$ cat src/rtl/seq_bit_tx.sv
`default_nettype none
// ============================================================================
//  Module      : seq_bit_tx
//  Description : Serial bit-stream transmitter. Accepts WIDTH-bit words over
//                a valid/ready handshake and shifts them out MSB-first, one bit
//                per clock. An optional fixed run of zero gap bits can follow
//                each word. A reference count of overlapping "101" patterns
//                seen on its own output is kept alongside.
//  Revision    : 1.0 - initial release
// ============================================================================
module seq_bit_tx #(
    parameter int WIDTH      = 8,
    parameter int GAP_CYCLES = 0,
    parameter int CNT_W      = 16
) (
    input  logic               clk,
    input  logic               rst,
    input  logic [WIDTH-1:0]   data_in,
    input  logic               data_valid,
    output logic               data_ready,
    output logic               d,
    output logic               d_valid,
    output logic               busy,
    output logic [CNT_W-1:0]   pat_count
);

    localparam int c_CW = (WIDTH > 1) ? $clog2(WIDTH) : 1;
    localparam int c_GW = (GAP_CYCLES > 1) ? $clog2(GAP_CYCLES) : 1;

    localparam logic [c_CW-1:0] c_BIT_LAST = c_CW'(WIDTH - 1);
    localparam logic [c_GW-1:0] c_GAP_LAST = c_GW'((GAP_CYCLES > 0) ? (GAP_CYCLES - 1) : 0);
    localparam logic            c_NO_GAP   = (GAP_CYCLES == 0);

    typedef enum logic [1:0] {
        S_IDLE  = 2'd0,
        S_SHIFT = 2'd1,
        S_GAP   = 2'd2
    } state_t;

    state_t             r_state;
    logic [WIDTH-1:0]   r_shift;
    logic [c_CW-1:0]    r_bit_cnt;
    logic [c_GW-1:0]    r_gap_cnt;
    logic [1:0]         r_hist;
    logic [CNT_W-1:0]   r_pat;

    logic               w_last_bit;
    logic               w_last_gap;
    logic               w_accept;

    // Handshake decode: ready in IDLE, on the final word bit when no gap is
    // configured, and on the final gap bit otherwise.
    always_comb begin
        w_last_bit = (r_state == S_SHIFT) && (r_bit_cnt == c_BIT_LAST);
        w_last_gap = (r_state == S_GAP) && (r_gap_cnt == c_GAP_LAST);
        data_ready = (r_state == S_IDLE) || (w_last_bit && c_NO_GAP) || w_last_gap;
        w_accept   = data_valid && data_ready;
    end

    // The serial bit is the MSB of the shift register. After a full word has
    // been shifted out the register is all zeros, so IDLE and GAP drive 0.
    assign d         = r_shift[WIDTH-1];
    assign busy      = (r_state != S_IDLE);
    assign d_valid   = (r_state != S_IDLE);
    assign pat_count = r_pat;

    // Transmit FSM, shift register and "101" reference counter.
    always_ff @(posedge clk) begin
        if (rst) begin
            r_state   <= S_IDLE;
            r_shift   <= '0;
            r_bit_cnt <= '0;
            r_gap_cnt <= '0;
            r_hist    <= 2'b00;
            r_pat     <= '0;
        end else begin
            // History tracks every driven bit, idle zeros included, so the
            // count matches a detector that samples on every clock.
            r_hist <= {r_hist[0], r_shift[WIDTH-1]};
            if ((r_hist == 2'b10) && r_shift[WIDTH-1]) begin
                r_pat <= r_pat + CNT_W'(1);
            end

            case (r_state)
                S_IDLE: begin
                    if (w_accept) begin
                        r_shift   <= data_in;
                        r_bit_cnt <= '0;
                        r_state   <= S_SHIFT;
                    end
                end

                S_SHIFT: begin
                    r_shift   <= {r_shift[WIDTH-2:0], 1'b0};
                    r_bit_cnt <= r_bit_cnt + c_CW'(1);
                    if (r_bit_cnt == c_BIT_LAST) begin
                        if (!c_NO_GAP) begin
                            r_gap_cnt <= '0;
                            r_state   <= S_GAP;
                        end else if (w_accept) begin
                            // Back-to-back reload keeps the stream continuous.
                            r_shift   <= data_in;
                            r_bit_cnt <= '0;
                        end else begin
                            r_state   <= S_IDLE;
                        end
                    end
                end

                S_GAP: begin
                    r_gap_cnt <= r_gap_cnt + c_GW'(1);
                    if (r_gap_cnt == c_GAP_LAST) begin
                        if (w_accept) begin
                            r_shift   <= data_in;
                            r_bit_cnt <= '0;
                            r_state   <= S_SHIFT;
                        end else begin
                            r_state   <= S_IDLE;
                        end
                    end
                end

                default: begin
                    r_state <= S_IDLE;
                end
            endcase
        end
    end

endmodule
`default_nettype wire

$ cat config.mk
export PLATFORM = sky130hd
export DESIGN_NAME = seq_bit_tx
export DESIGN_NICKNAME = d
export VERILOG_FILES = /design/src/rtl/seq_bit_tx.sv
export SDC_FILE = /design/constraint.sdc
export NUM_CORES = 1
export LEC_CHECK = 0
export BUFFER_PORTS_ARGS = -buffer_cell sky130_fd_sc_hd__buf_2
export CAP_MARGIN = 0
export CORE_ASPECT_RATIO = 2
export CORE_MARGIN = 2
export CORE_UTILIZATION = 47
export CTS_CLUSTER_DIAMETER = 50
export DETAILED_ROUTE_END_ITERATION = 10
export GPL_ROUTABILITY_DRIVEN = 0
export PLACE_DENSITY_LB_ADDON = 0.08
export SLEW_MARGIN = 5
export SYNTH_ARGS = -nofsm -noshare
export SYNTH_HDL_FRONTEND = slang
export SYNTH_SLANG_ARGS = --single-unit
$ cat constraint.sdc
create_clock -name clk -period 1.7 [get_ports clk]
set_clock_uncertainty 0.2 [all_clocks]
set_input_delay 0.17 -clock clk [delete_from_list [all_inputs] [get_ports clk]]
set_output_delay 0.17 -clock clk [all_outputs]
set_load 0.01 [all_outputs]
# Yosys cells after proc, flatten, opt, wreduce, memory -nomap -nowiden
# Cells that the tools add are included.
[word_totals]
in_bits = 11
register_bits = 32
elab_cells = 45
output_inout_bits = 20
[classes]
muxes = 16
bitwise_logic = 1
add_sub_neg = 3
reduce_logical = 11
eq_ne = 8
[ops]
columns = ["cell", "count"]
rows = [
  ["two-way mux 8 bit", 4],
  ["case mux 8 bit (3 select lines)", 1],
  ["adder 16 x 1 -> 16 bit (second input constant)", 1],
  ["two-way mux 3 bit", 4],
  ["case mux 3 bit (3 select lines)", 1],
  ["two-way mux 2 bit", 4],
  ["!= test 2 bit (second input constant)", 3],
  ["case mux 2 bit (3 select lines)", 1],
  ["== test 2 bit (second input constant)", 2],
  ["logical AND 1 bit", 4],
  ["AND reduction 4 bit", 1],
  ["adder 3 x 1 -> 3 bit (second input constant)", 1],
  ["== test 3 bit (second input constant)", 1],
  ["nonzero test 3 bit", 1],
  ["== test 2 x 1 -> 1 bit (second input constant)", 1],
  ["zero test 2 bit", 1],
  ["logical OR 1 bit", 2],
  ["!= test 2 x 1 -> 1 bit (second input constant)", 1],
  ["AND reduction 2 bit", 1],
  ["nonzero test 2 bit", 1],
  ["adder 1 bit (second input constant)", 1],
  ["two-way mux 1 bit", 1],
  ["inverter 1 bit", 1],
]

# Depth between registers and ports, before layout
# Gate-level depths: netlist of run 1.
[depth]
word_depth = 8
ltp_mapped = 6
depth_no_buf = 6

# Worst setup path before layout of run 1
# No wires, ideal clock.
[synth_timing]
path_type = "reg2reg"
from = "register r_pat[2] (netlist: pat_count[2])"
to = "register r_pat[15] (netlist: pat_count[15])"
path_slack_ns = -0.102
arrival_time_ns = 1.479
t_required_ns = 1.377
path_stages_with_launch = 5
path_buffers = 0
setup_time_ns = 0.123
period_less_slack_ns = 1.802
cell_sequence = "dfxtp_1 > nand3_2 > nor4b_4 > nor3b_2 > mux2_1"
[synth_via]
elab_chain_cells = 1
[synth_rtl]
columns = ["item", "line_no", "source"]
rows = [
  ["start, declared", "45", "logic [CNT_W-1:0] r_pat;"],
  ["start signal, assigned", "81", "r_pat <= r_pat + CNT_W'(1);"],
  ["adder 16 x 1 -> 16 bit", "81", ""],
]
# No other way between the ends.
# A chain may end at the register's enable or synchronous reset.

# Worst setup path after layout of run 1
[layout_timing]
from = "register r_pat[0] (netlist: pat_count[0])"
to = "register r_pat[12] (netlist: pat_count[12])"
# Same word-level chain as after synthesis.

==> impl_metrics.tcl, run 1 <==
set metrics [dict create \
    clk_latency_ns 0.28 \
    ys_ff_latch 30 \
    critical_path_class "flop to flop" \
    cts_sinks 30 \
    hold_viol 0 \
    layout.nets 219 \
    irDropWorstVdd_uv 726 \
    path_max_fanout 6 \
    slew_viol_final 0 \
    synth_fa_ha_area_frac 0.0273 \
    netlist_area_um2 1370 \
    status "complete, but fails checks" \
    fill_cells 255 \
    drive_gt1_frac 0.408 \
    die_x_um 42.2 \
    grt_usage 0.212 \
    yosys.area_share.simple 0.289 \
    maxCapViolCount 0 \
    clock.fmax_mhz 568 \
    dr.pass1.iters 4 \
    antenna_found_initial 0 \
    worst_r2r_path_depth 5 \
    p_per_area_nw_per_um2 800 \
    synth-xor-area-share 0.0510 \
    routed_wl_um 3210 \
    start_kind "flop" \
    fp-row-count 27 \
    ios 31 \
    ant_nets 0 \
    setup_viol 5 \
    ff_latch_area_um2 618 \
    seq_area_frac_synth 0.437 \
    switching_share 0.224 \
    area_growth_pct 39.6 \
    initial_core_util 0.496 \
    min_period_ns 1.76 \
    cts-buffers-inserted 5 \
    cp_data_arrival_time_ns 1.78 \
    grt_max_degree 26 \
    cp_data_required_time_ns 1.72 \
    synth_commonest_cells "30 x dfxtp_1, 21 x nor2_1, 9 x nand3_1" \
    fin_ws_ns -0.0604 \
    syn_nets 166 \
    hpwl_um 2310 \
    tightestPinTransition_ns 0.457 \
    sequentialPowerShare 0.483 \
    synthMuxAreaShare 0.0474 \
    holdWs_ns 0.0156 \
    synth.top_cell.area_share 0.437 \
    p_sw_mw 0.344 \
    grt_pass1_vias 1278 \
    synth_flop_cell "dfxtp_1" \
    synth_top_family_by_area "simple AND/OR/NAND/NOR gates" \
    leakagePower_nw 0.870 \
    clkPwrFrac 0.438 \
    die-area_um2 3400 \
    rsz0062_at_grt "true" \
    avgViaCountPerCell 5.51 \
    grt_overflow 0 \
    regToRegStartpoint "pat_count[0]" \
    post-route-period-util 1.04 \
    r2r_end "pat_count[12]" \
    synth_area_per_cell_um2 9.04 \
    clk_path_buf_depth 2 \
    startpoint "pat_count[0]" \
    violations "setup timing" \
    root_buffer "clkbuf_8" \
    io_buffers 30 \
    routedWlPerCell_um 13.7 \
    ys_warn_count 0 \
    crit_end "pat_count[12]" \
    multi_input_area_um2 792 \
    synth-edff-count 0 \
    vias 1294 \
    yosysMostFrequentCell "dfxtp_1" \
    diodes 0 \
    synth_area_leaders "dfxtp_1 44%, nor2_1 5.7%, nor2b_1 3.6%" \
    path_clk_slew_ns 0.07 \
    yosys.area.top_type "dfxtp_1" \
    crit_path_end_kind "flop" \
    cts_max_level 2 \
    die_h_um 80.5 \
    r2r_setup_slack_ns -0.06 \
    dp_slack_ns -0.0586 \
    drt_iter0_markers 14 \
    coreArea_um2 2770 \
    drc 0 \
    power_frac_comb 0.079 \
    slew_headroom 0.695 \
    ys_types 35 \
    grt_pass1_wl_um 5540 \
    cts_tree "built" \
    syn_inst 152 \
    power.internal_mw 1.19 \
    synth-compound-area-share 0.110 \
    hp-class "input port to flop" \
    async_flop_share 0 \
]
## area by class of cell
cell class | count | share of cell area
Inverter | 4 | 0.00783
Sequential cell | 30 | 0.322
Tap cell | 29 | 0.0189
Clock buffer | 8 | 0.0574
Multi-Input combinational cell | 110 | 0.413
Timing Repair Buffer | 54 | 0.181
## what timing repair did
item | 4_1_cts | 5_1_grt
hold buffers | 4 | 0
hold endpoints to repair | 4 | 0
pin swaps | 5 | 3
endpoints found under the setup margin | 7 | 10
buffers inserted | 4 | 1
resized for setup | 8 | 9
## state kept, by name, summed over array words and instances, names as in the netlist
signal	flops
r_state	1
r_bit_cnt	3
pat_count	16
r_shift	8
r_hist	2
## through the flow
stage | power, mW | std cells | cell area, µm² | TNS, ns | util
after global routing | 1.59 | 235 | 1920 | -0.576 | 0.692
final | 1.54 | 235 | 1920 | -0.125 | 0.692
after detailed placement | 0.861 | 219 | 1660 | -0.228 | 0.598
after CTS | 1.54 | 235 | 1880 | -0.102 | 0.678
after floorplan | 0.822 | 152 | 1390 | -0.0326 | -
after global placement | 0.856 | 219 | 1660 | -0.0527 | 0.598
## critical path, stage by stage (launching register included)
cell	delay, ns
dfxtp_2	0.36
ha_4	0.13
and4b_1	0.21
nand4_1	0.23
or3_4	0.45
a21oi_2	0.12
## how the worst min path moves through the flow
stage               startpoint    endpoint  slack, ns  cells after the start
floorplan           data_in[0]  r_shift[0]       0.13                      2
global placement    data_in[0]  r_shift[0]       0.24                      3
detailed placement  data_in[4]  r_shift[4]       0.25                      3
CTS                 data_in[7]  r_shift[7]      0.008                      3
global route        data_in[7]  r_shift[7]       0.04                      3
finish              data_in[2]  r_shift[2]       0.02                      3
## power by group through the flow
stage	clock, mW	combinational, mW	sequential, mW
after global routing	0.707	0.139	0.744
after global placement	0	0.102	0.754
final	0.673	0.121	0.742
after floorplan	0	0.0699	0.752
after detailed placement	0	0.106	0.755
after CTS	0.684	0.121	0.740
## cell usage in the layout (no fill, tap or decap), types with 2 or more instances in the layout
master / netlist / routed
a211oi_1: 3 / 3
a21oi_1: 8 / 7
a311oi_1: 3 / 3
a31oi_1: 2 / 2
and3_1: 2 / 2
buf_2: 0 / 29
buf_4: 2 / 20
clkbuf_8: 0 / 8
dfxtp_1: 30 / 20
dfxtp_2: 0 / 8
dfxtp_4: 0 / 2
dlygate4sd3_1: 0 / 4
ha_4: 0 / 3
inv_1: 4 / 4
mux2_4: 0 / 2
mux2i_1: 2 / 2
nand2_1: 6 / 5
nand3_1: 9 / 9
nand4_1: 3 / 3
nor2_1: 21 / 21
nor2b_1: 8 / 8
nor3_1: 5 / 5
nor3b_1: 2 / 2
o21ai_0: 4 / 3
o22ai_1: 3 / 3
or3_1: 4 / 3
xnor2_1: 4 / 4
xor2_1: 4 / 4
## kinds of logic (layout without fill, tap and decap cells)
family / Yosys count / count (layout)
simple gates: 69 / 69
flops: 30 / 30
compound gates: 24 / 24
buf+inv: 12 / 66
xor+xnor: 8 / 8
mux: 6 / 6
fa+ha+maj: 3 / 3
## per-layer routing
| layer | wire length [µm] | part of all wire | GRT usage |
|---|---|---|---|
| met5 | 0 | 0 | 0 |
| met1 | 1170 | 0.36 | 0.214 |
| met4 | 65 | 0.020 | 0.103 |
| met3 | 100 | 0.031 | 0.0427 |
| met2 | 1880 | 0.58 | 0.397 |
(Power assumes the default switching activity.)
==> inputs of run 2 (changes only) <==
--- a/config.mk
+++ b/config.mk
@@ -18,3 +18,4 @@
 export SYNTH_ARGS = -nofsm -noshare
 export SYNTH_HDL_FRONTEND = slang
 export SYNTH_SLANG_ARGS = --single-unit
+export TNS_END_PERCENT = 5
==> run 2 against run 1 <==
Compared with the run above:
- the flow still finishes with violations (setup timing)
- first-iteration DRC count decreased by 14%
- clock power shrank 0.7%
- largest power group unchanged
- power decreased by 0.59%
- register-to-register slack better by 0.02 ns
- worst setup slack better by 0.023 ns
- highest routed layer unchanged
- final cell count shrank 0.85%
- sequential power is essentially flat
- combinational power is essentially flat
- clock-buffer cell count did not move
- global-route usage decreased by 0.26 points
==> impl_metrics.tcl, run 2 (same netlist as run 1, synthesis figures left out) <==
set metrics [dict create \
    hpwl_um 2310 \
    fp-row-count 27 \
    dp_slack_ns -0.0586 \
    sequentialPowerShare 0.484 \
    ant_nets 0 \
    hold_viol 0 \
    grt_pass1_wl_um 5460 \
    ff_latch_area_um2 623 \
    cp_data_required_time_ns 1.72 \
    wl_met3_um 94 \
    clkPwrFrac 0.438 \
    avgViaCountPerCell 5.48 \
    die_h_um 80.5 \
    root_buffer "clkbuf_8" \
    tns_ns -0.0373 \
    layout.nets 217 \
    hp-class "input port to flop" \
    switching_share 0.222 \
    vias 1276 \
    setup_viol 1 \
    p_sw_mw 0.339 \
    holdWs_ns 0.0174 \
    grt_max_degree 26 \
    clk_path_buf_depth 2 \
    met2_length_um 1830 \
    critical_path_class "flop to flop" \
    path_clk_slew_ns 0.07 \
    drt_iter0_markers 12 \
    initial_core_util 0.496 \
    antenna_found_initial 0 \
    met1_length_um 1130 \
    largest_reg_flops 16 \
    post-route-period-util 1.02 \
    coreArea_um2 2770 \
    diodes 0 \
    dp.cells 219 \
    final_cells 233 \
    clk_latency_ns 0.28 \
    tightestPinTransition_ns 0.454 \
    leakagePower_nw 0.858 \
    power_frac_comb 0.078 \
    status "complete, but fails checks" \
    cts-buffers-inserted 5 \
    grt_overflow 0 \
    grt_pass1_vias 1248 \
    clock.fmax_mhz 576 \
    area_growth_pct 37.9 \
    p_per_area_nw_per_um2 806 \
    start_kind "flop" \
    power.internal_mw 1.19 \
    cts_tree "built" \
    fill_cells 255 \
    fin_ws_ns -0.0373 \
    die_x_um 42.2 \
    dr.pass1.iters 3 \
    drc 0 \
    routedWlPerCell_um 13.4 \
    highest_layer "met4" \
    grt_usage 0.209 \
    multi_input_area_um2 774 \
    cp_data_arrival_time_ns 1.75 \
    violations "setup timing" \
    final_common_cell "buf_2" \
    min_period_ns 1.74 \
    die-area_um2 3400 \
    slew_viol_final 0 \
    io_buffers 30 \
    maxCapViolCount 0 \
    rsz0062_at_grt "true" \
    slew_headroom 0.697 \
    path_max_fanout 6 \
    irDropWorstVdd_uv 724 \
    crit_path_end_kind "flop" \
    cts_sinks 30 \
    routed_wl_um 3120 \
    ios 31 \
    layout_common_cells "29 x buf_2, 21 x nor2_1, 20 x dfxtp_1, 17 x buf_4, 9 x nand3_1" \
    cts_max_level 2 \
    drive_gt1_frac 0.387 \
]
[run 2: worst paths after layout]
| check | start | end | slack (ns) | cells past startpoint |
|---|---|---|---|---|
| setup / recovery | pat_count[0] | pat_count[12] | -0.04 | 5 |
| hold / removal | data_in[2] | r_shift[2] | 0.02 | 3 |
| setup reg to reg | pat_count[0] | pat_count[12] | -0.04 | 5 |
| hold reg to reg | r_hist[0] | r_hist[1] | 0.28 | 1 |
[run 2: area by class of cell]
cell class,instances,area share
Multi-Input combinational cell,110,0.409
Sequential cell,30,0.329
Inverter,4,0.00793
Timing Repair Buffer,52,0.177
Clock buffer,8,0.0581
Tap cell,29,0.0192
[run 2: what timing repair did]
| item | in CTS | in global routing |
|---|---|---|
| endpoints found under the setup margin | 7 | 9 |
| hold endpoints to repair | 4 | 0 |
| setup buffers | 2 | 0 |
| hold buffers | 4 | 0 |
| pin swaps | 3 | 3 |
| gates resized for setup | 7 | 9 |
[run 2: power by group through the flow]
stage | sequential [mW] | combinational, mW | clock (mW)
floorplan | 0.752 | 0.0699 | 0
global placement | 0.754 | 0.102 | 0
detailed placement | 0.755 | 0.106 | 0
CTS | 0.741 | 0.121 | 0.684
global route | 0.741 | 0.138 | 0.703
finish | 0.739 | 0.120 | 0.668
[run 2: layer usage]
layer	vias to the layer above	GRT usage
li1	634	-
met1	613	0.212
met2	23	0.397
met3	6	0.0404
met4	0	0.0938
met5	-	0
[run 2: critical path: stages (launching register included)]
cell,delay [ns]
dfxtp_4,0.37
ha_4,0.12
and4b_1,0.20
nand4_1,0.23
or3_4,0.44
a21oi_2,0.12
[run 2: stage by stage]
stage / total power [mW] / utilization / cell area (µm²)
floorplan: 0.822 / - / 1390
global placement: 0.856 / 0.598 / 1660
detailed placement: 0.861 / 0.598 / 1660
CTS: 1.55 / 0.673 / 1860
global route: 1.58 / 0.684 / 1890
finish: 1.53 / 0.684 / 1890
==> inputs of run 3 (changes only) <==
--- a/config.mk
+++ b/config.mk
@@ -7,13 +7,13 @@
 export LEC_CHECK = 0
 export BUFFER_PORTS_ARGS = -buffer_cell sky130_fd_sc_hd__buf_2
 export CAP_MARGIN = 0
-export CORE_ASPECT_RATIO = 2
 export CORE_MARGIN = 2
-export CORE_UTILIZATION = 47
+export CORE_UTILIZATION = 56
 export CTS_CLUSTER_DIAMETER = 50
 export DETAILED_ROUTE_END_ITERATION = 10
 export GPL_ROUTABILITY_DRIVEN = 0
 export PLACE_DENSITY_LB_ADDON = 0.08
+export REMOVE_ABC_BUFFERS = 1
 export SLEW_MARGIN = 5
 export SYNTH_ARGS = -nofsm -noshare
 export SYNTH_HDL_FRONTEND = slang
==> constraint.sdc (replaced) <==
create_clock -name clk -period 2.2 [get_ports clk]
set_clock_uncertainty 0.2 [all_clocks]
set_input_delay 0.22 -clock clk [delete_from_list [all_inputs] [get_ports clk]]
set_output_delay 0.22 -clock clk [all_outputs]
set_load 0.01 [all_outputs]
==> run 3 against run 2 <==
Compared with the run above:
- the flow now finishes without violations
- die area down 16%
- worst setup slack improved by 0.33 ns
- highest routed layer unchanged
- register-to-register slack better by 0.33 ns
- core utilization is 3.2 points higher
- critical path type unchanged
==> impl_metrics.tcl, run 3 (same netlist as run 1, synthesis figures left out) <==
set metrics [dict create \
    clk_path_buf_depth 2 \
    routed_wl_um 2630 \
    start_kind "flop" \
    cts_sinks 30 \
    rsz0062_at_grt "false" \
    tns_ns 0 \
    area_growth_pct 18.6 \
    slew_headroom 0.616 \
    grtUsageMet1 0.250 \
    setup_viol 0 \
    ios 31 \
    irDropWorstVdd_uv 619 \
    cts_max_level 2 \
    cp_data_required_time_ns 2.26 \
    dp.cells 203 \
    io_buffers 30 \
    hold_viol 0 \
    fp-row-count 17 \
    clock.fmax_mhz 525 \
    ff_latch_area_um2 601 \
    min_period_ns 1.90 \
    multi_input_area_um2 721 \
    leakagePower_nw 0.746 \
    avgViaCountPerCell 5.54 \
    layout_common_cells "30 x buf_2, 30 x dfxtp_1, 21 x nor2_1, 9 x nand3_1" \
    grt_max_degree 34 \
    grt_pass1_vias 989 \
    cts-buffers-inserted 5 \
    routedWlPerCell_um 12.2 \
    hpwl_um 1840 \
    busiest_layer "met2" \
    grt_usage 0.206 \
    status "finished clean" \
    ant_nets 0 \
    critical_path_class "flop to flop" \
    drt_iter0_markers 23 \
    die_h_um 53.5 \
    diodes 0 \
    drc 0 \
    grt_pass1_wl_um 4190 \
    fill_cells 187 \
    path_max_fanout 6 \
    root_buffer "clkbuf_4" \
    path_clk_slew_ns 0.09 \
    holdWs_ns 0.0217 \
    largest_reg_flops 16 \
    hp-class "input port to flop" \
    drive_gt1_frac 0.241 \
    met3_usage 0.0750 \
    grt_overflow 0 \
    vias 1191 \
    coreArea_um2 2280 \
    final_cells 215 \
    slew_viol_final 0 \
    p_per_area_nw_per_um2 613 \
    cts_tree "built" \
    dr.pass1.iters 4 \
    cp_data_arrival_time_ns 1.96 \
    die_x_um 53.5 \
    crit_path_end_kind "flop" \
    grt_util_met2 0.333 \
    tightestPinTransition_ns 0.576 \
    die-area_um2 2870 \
    initial_core_util 0.604 \
    maxCapViolCount 0 \
    cts_resized 0 \
    clk_latency_ns 0.32 \
    post-route-period-util 0.865 \
    antenna_found_initial 0 \
    layout.nets 200 \
]
==> run 3: cell types whose count changed in the layout (fill, tap and decap cells not counted), sizes merged <==
cell    previous run  this run
buf               48        31
clkinv             0         1
clkbuf             8         7
==> run 3: stage by stage <==
stage | worst slack (ns) | utilization | cell area [µm²] | total power [mW]
floorplan | 0.398 | - | 1340 | 0.626
global placement | 0.333 | 0.672 | 1530 | 0.661
detailed placement | 0.307 | 0.672 | 1530 | 0.663
CTS | 0.283 | 0.716 | 1630 | 1.01
global route | 0.151 | 0.716 | 1630 | 1.05
finish | 0.296 | 0.716 | 1630 | 0.999
==> run 3: final timing paths <==
| kind | from | endpoint | slack, ns | cells after the start |
|---|---|---|---|---|
| worst min register to register | r_shift[4] | r_shift[5] | 0.29 | 2 |
| worst max-delay path | pat_count[0] | pat_count[12] | 0.30 | 5 |
| worst max register to register | pat_count[0] | pat_count[12] | 0.30 | 5 |
| worst min-delay path | data_in[2] | r_shift[2] | 0.02 | 3 |
==> run 3: layout make-up <==
cell class | count | share of cell area
inverter | 4 | 0.00922
sequential | 30 | 0.369
tap | 28 | 0.0215
clock buffer | 7 | 0.0338
clock inverter | 1 | 0.00307
multi-input combinational | 110 | 0.442
timing repair buffer | 35 | 0.121
==> run 3: where the power goes <==
| part | internal (mW) | switching, mW |
|---|---|---|
| Sequential | 0.560 | 0.0163 |
| Combinational | 0.0384 | 0.0425 |
| Clock | 0.155 | 0.187 |
==> run 3: per-layer routing <==
metal | vias up | wire length (µm) | share of wire
li1 | 606 | - | -
met1 | 551 | 1220 | 0.46
met2 | 30 | 1250 | 0.48
met3 | 4 | 134 | 0.051
met4 | 0 | 24 | 0.0091
met5 | - | 0 | 0
==> run 3: worst max-delay path, stage by stage, from the launching register on <==
cell and delay (ns):
dfxtp_1 0.40, ha_1 0.17, and4b_1 0.33, nand4_1 0.23, or3_1 0.36, a21oi_1 0.14
==> run 3: timing repair <==
item                                    in CTS  in global routing
buffers inserted                             0                  0
endpoints found under the setup margin       0                  0
hold buffers                                 4                  0
endpoints found under the hold margin        4                  0
